**src/rtl/ctrl_pkt_loader_pkg.sv**
```systemverilog
// ctrl_pkt_loader_pkg: shared widths, FSM states and header field offsets
package ctrl_pkt_loader_pkg;
    localparam int phit_size = 512;
    localparam int dwidth_RFadd = 8;
    localparam int num_stage = 6;
    localparam int num_entry_state = 2;
    localparam int cnt_w = dwidth_RFadd + 4;
    localparam int nct_lsb = 0;
    localparam int nib_lsb = dwidth_RFadd;
    typedef enum logic [2:0] {IDLE, LOAD, STREAM, WAIT_DONE, DRAIN} state_t;
endpackage

```
**src/rtl/ctrl_pkt_loader.sv**
```systemverilog
// ctrl_pkt_loader: parses a config packet header, replays table words as a gap-free burst, then forwards stream phits
module ctrl_pkt_loader
    import ctrl_pkt_loader_pkg::*;
(
    input  logic                    clk,
    input  logic                    rst_n,
    input  logic [phit_size-1:0]    s_tdata,
    input  logic                    s_tvalid,
    input  logic                    s_tlast,
    output logic                    s_tready,
    output logic                    start_loader,
    output logic [dwidth_RFadd-1:0] num_entry_config_table,
    output logic [dwidth_RFadd-1:0] num_entry_inbound,
    output logic [phit_size-1:0]    wr_data,
    output logic                    start_stream_in,
    output logic [phit_size-1:0]    stream_data,
    output logic                    stream_valid,
    input  logic                    cp_ready,
    input  logic                    cp_done,
    output logic                    busy,
    output logic                    err
);
    state_t state;
    logic [cnt_w-1:0] cnt;
    logic [cnt_w-1:0] last_idx;
    logic acc;

    assign acc = s_tvalid && s_tready;
    assign last_idx = cnt_w'(num_entry_state - 1) + cnt_w'(2 * num_stage) * cnt_w'(num_entry_config_table)
                    + cnt_w'(num_entry_inbound);

    always_ff @(posedge clk) begin
        if (!rst_n) begin
            state <= IDLE;
            cnt <= '0;
            s_tready <= 1'b0;
            start_loader <= 1'b0;
            start_stream_in <= 1'b0;
            stream_valid <= 1'b0;
            busy <= 1'b0;
            err <= 1'b0;
            wr_data <= '0;
            stream_data <= '0;
            num_entry_config_table <= '0;
            num_entry_inbound <= '0;
        end else begin
            start_loader <= 1'b0;
            stream_valid <= 1'b0;
            case (state)
                IDLE: begin
                    s_tready <= 1'b1;
                    if (acc && s_tlast) err <= 1'b1;
                    else if (acc) begin
                        num_entry_config_table <= s_tdata[nct_lsb +: dwidth_RFadd];
                        num_entry_inbound <= s_tdata[nib_lsb +: dwidth_RFadd];
                        cnt <= '0;
                        start_loader <= 1'b1;
                        busy <= 1'b1;
                        state <= LOAD;
                    end
                end
                LOAD: begin
                    if (!s_tvalid) begin
                        err <= 1'b1;
                        state <= DRAIN;
                    end else begin
                        wr_data <= s_tdata;
                        cnt <= cnt + 1'b1;
                        if (cnt == last_idx && s_tlast) begin
                            s_tready <= 1'b0;
                            state <= WAIT_DONE;
                        end else if (cnt == last_idx) begin
                            s_tready <= cp_ready;
                            start_stream_in <= 1'b1;
                            state <= STREAM;
                        end else if (s_tlast) begin
                            err <= 1'b1;
                            busy <= 1'b0;
                            state <= IDLE;
                        end
                    end
                end
                STREAM: begin
                    s_tready <= cp_ready;
                    if (acc) begin
                        stream_data <= s_tdata;
                        stream_valid <= 1'b1;
                    end
                    if (acc && s_tlast) begin
                        s_tready <= 1'b0;
                        start_stream_in <= 1'b0;
                        state <= WAIT_DONE;
                    end
                end
                WAIT_DONE: begin
                    if (cp_done) begin
                        s_tready <= 1'b1;
                        busy <= 1'b0;
                        state <= IDLE;
                    end
                end
                DRAIN: begin
                    if (acc && s_tlast) begin
                        busy <= 1'b0;
                        state <= IDLE;
                    end
                end
                default: state <= IDLE;
            endcase
        end
    end
endmodule

```
**config.mk**
```make
export PLATFORM = sky130hd
export DESIGN_NAME = ctrl_pkt_loader
export DESIGN_NICKNAME = d
export VERILOG_FILES = /design/src/rtl/ctrl_pkt_loader_pkg.sv /design/src/rtl/ctrl_pkt_loader.sv
export SDC_FILE = /design/constraint.sdc
export NUM_CORES = 2
export LEC_CHECK = 0
export CORE_AREA = 2 2 601 603
export DETAILED_ROUTE_END_ITERATION = 10
export DIE_AREA = 0 0 603 605
export GPL_TIMING_DRIVEN = 0
export SLEW_MARGIN = 10
export SYNTH_ARGS = -nofsm -noshare
export SYNTH_HDL_FRONTEND = slang
export SYNTH_SLANG_ARGS = --single-unit
```
**constraint.sdc**
```tcl
create_clock -name clk -period 3.99 [get_ports clk]
set_clock_uncertainty 0.1 [all_clocks]
set_input_delay 0.5985 -clock clk [delete_from_list [all_inputs] [get_ports clk]]
set_output_delay 0.5985 -clock clk [all_outputs]
set_load 0.02 [all_outputs]
```
==> flow_metrics.tcl <==
set metrics [dict create \
    final_cell_area_um2 64100 \
    ys_seq_area_frac 0.572 \
    place_inst 11104 \
    finalPower_w 0.0271 \
    clkSlewWorstSetupHoldPaths_ns 0.06 \
    critPathLaunchType "flop" \
    antenna_found_initial 123 \
    period_minus_slack_ns 3.89 \
    avgSynthCellArea_um2 7.80 \
    drtIter0Drc 4161 \
    nNetsFinal 7017 \
    ant_nets 0 \
    endpoint_kind "flop" \
    cts_tree "done" \
    grt_pass1_wl_um 434000 \
    post-route-drc-count 0 \
    slowest_delay_ns 0.54 \
    min_path_cells 3 \
    synth_nets 5302 \
    wl_per_cell_um 31.0 \
    pwr-share-clk 0.509 \
    slew_violations 0 \
    yosys-top-cells-area "dfxtp_1 (57%), nand2_1 (21%), a21oi_1 (14%)" \
    synth_compound_area_frac 0.154 \
    grt_max_degree 14 \
    via_per_inst 3.69 \
    setup_viol 0 \
    synth_seq_cells 1061 \
    synthSimpleGateAreaFrac 0.223 \
    vdd_drop_max_mv 0.301 \
    worst-setup-path-type "reg -> reg" \
    yosys_warnings 0 \
    synth.top_cell.area_share 0.572 \
    htree_levels 4 \
    max_freq_mhz 257 \
    p_switching_w 0.00733 \
    clock_latency_ns 0.84 \
    dieHeight_um 605 \
    final_cells 11408 \
    rows 220 \
    synthDistinctLibCells 58 \
    die_area_um2 365000 \
    synth_mux_area_frac 0 \
    cp_max_fo 5 \
    setup-tns-final_ns 0 \
    crit_arrival_ns 4.50 \
    crit_required_ns 4.60 \
    combPwrFrac 0.091 \
    ctsRootBufferMaster "clkbuf_16" \
    vias 42098 \
    sequentialPowerShare 0.401 \
    start_util 0.104 \
    synth_top_family_by_area "simple AND/OR/NAND/NOR gates" \
    dp_hpwl_um 307000 \
    synth_edf_count 0 \
    ctsHoldBuffers 0 \
    synthCells 4763 \
    ys_top_cells_by_count "nand2_1 (2103), dfxtp_1 (1061), a21oi_1 (1059)" \
    first_global_vias 38251 \
    p_leak_nw 19.9 \
    grt_overflow_total 0 \
    cts_buffers 142 \
    slew_headroom 0.145 \
    synth_largest_area_cell "dfxtp_1" \
    drive_gt1_frac 0.0446 \
    pin_count 1564 \
    post-route-period-util 0.974 \
    ys_async_sr_fraction 0 \
    synthXorXnorAreaFrac 0.00636 \
    port_buffers 1561 \
    clk_path_buf_depth 4 \
    synth.most_common_cell "nand2_1" \
    status "complete, no violations" \
    wl_um 353000 \
    reg2reg_depth 16 \
    tightestPinTransition_ns 1.28 \
    syn-cell-area_um2 37200 \
    crit_slowest_cell "a2111oi_1" \
    postLayoutCoreUtil 0.179 \
    drv_cap 0 \
    synth_fa_ha_area_frac 0.00727 \
    hold_path.class "in -> reg" \
    grt_usage 0.184 \
    synthToLayoutAreaGrowth_pct 72.5 \
    place_area_um2 58900 \
    cts.sinks 1061 \
    cp_cell_sequence "ha_4 -> inv_1 -> fa_2 -> nor2b_4 -> o31ai_2 -> a21boi_2 -> ha_1 -> nand2_2 -> a211o_1 -> a21oi_1 -> nor4_1 -> o2111ai_1 -> nor3_4 -> buf_4 -> a2111oi_1 -> a211oi_2" \
    synth_ff_type "dfxtp_1" \
    hold_violations 0 \
    dr.pass1.iters 6 \
    die_w_um 603 \
    place.gp.congestion 1.01 \
    power.density_nw_per_um2 423 \
    coreArea_um2 358000 \
    switching_share 0.271 \
    p_int_w 0.0198 \
]
-- per-layer routing --
metal / vias to the layer above / part of all wire / GRT usage
li1: 18919 / - / -
met1: 20416 / 0.38 / 0.209
met2: 2211 / 0.46 / 0.302
met3: 526 / 0.12 / 0.0824
met4: 26 / 0.045 / 0.0703
met5: - / 0.00043 / 0
-- power by group through the flow --
stage / clock (W) / combinational (W) / sequential, W
4_1_cts: 0.0141 / 0.00250 / 0.0109
6_report: 0.0138 / 0.00246 / 0.0109
2_1_floorplan: 0 / 0.000501 / 0.0112
5_1_grt: 0.0145 / 0.00257 / 0.0109
3_5_place_dp: 0 / 0.00248 / 0.0111
3_3_place_gp: 0 / 0.00248 / 0.0111
-- cell type report --
type,count,area [um2]
clock inverters,66,913
well taps,4773,5970
clock buffers,187,3960
flip-flops and latches,1061,21200
plain buffers,354,1380
fillers,40226,294000
diodes,48,120
inverters,13,48.8
repair buffers,1572,15800
multi-input cells,3334,14600
-- worst max-delay path, delay by kind of cell, from the launching register on --
kind / cells / cell delay, ns
AO/OA/AOI/OAI: 7 / 1.70
adder cells (fa/ha/maj): 3 / 0.89
flip-flops: 1 / 0.39
AND/OR/NAND/NOR: 4 / 0.43
buffers and inverters: 2 / 0.22
-- final timing paths --
kind,start,end,slack [ns]
max,num_entry_config_table[1],busy,0.10
min,rst_n,busy,0.12
max reg2reg,num_entry_config_table[1],busy,0.10
min reg2reg,stream_data[193],stream_data[193],0.35
-- through the flow --
stage	hold WS [ns]	setup WS (ns)
floorplan	0.370	0.227
global placement	0.341	-2.31
detailed placement	0.346	-0.898
CTS	0.0193	0.00194
global route	0.0840	-0.0255
finish	0.122	0.104
-- state kept, by name, summed over array words and instances, names as in the netlist --
name,cells
state,3
stream_data,512
start_loader,1
start_stream_in,1
err,1
busy,1
wr_data,512
s_tready,1
num_entry_inbound,8
cnt,12
num_entry_config_table,8
stream_valid,1
-- cells in the final DEF (no fill, tap or decap), types with 4 or more instances in the layout --
cell type / n
buf_1: 21
nor2_1: 18
xnor2_1: 15
and3_1: 7
nand3_1: 10
clkbuf_8: 22
dfxtp_1: 1059
clkinvlp_4: 4
nor3_1: 7
a21oi_1: 1058
nor2b_1: 4
clkbuf_16: 143
xor2_1: 12
inv_1: 12
clkdlybuf4s50_1: 1561
buf_16: 4
clkinv_2: 24
bufinv_16: 16
clkbuf_1: 324
o21ai_0: 16
diode_2: 48
ha_1: 19
nand2_1: 2102
nor4_1: 4
clkbuf_2: 27
inv_6: 11
or3_1: 5
-- kinds of logic (layout without fill, tap and decap cells) --
| family | count (synthesis) | in the layout |
|---|---|---|
| adder cells (fa/ha/maj) | 21 | 21 |
| buffers and inverters | 368 | 2192 |
| other | 0 | 48 |
| AND/OR/NAND/NOR | 2174 | 2174 |
| flip-flops | 1061 | 1061 |
| AO/OA/AOI/OAI | 1112 | 1112 |
| XOR/XNOR | 27 | 27 |
-- repair_timing --
item	CTS	global route
gates cloned	0	0
endpoints found under the setup margin	135	88
buffers inserted	2	2
pin swaps	2	10
resized for setup	12	33
No activity file was read; power rests on OpenSTA's default activity.
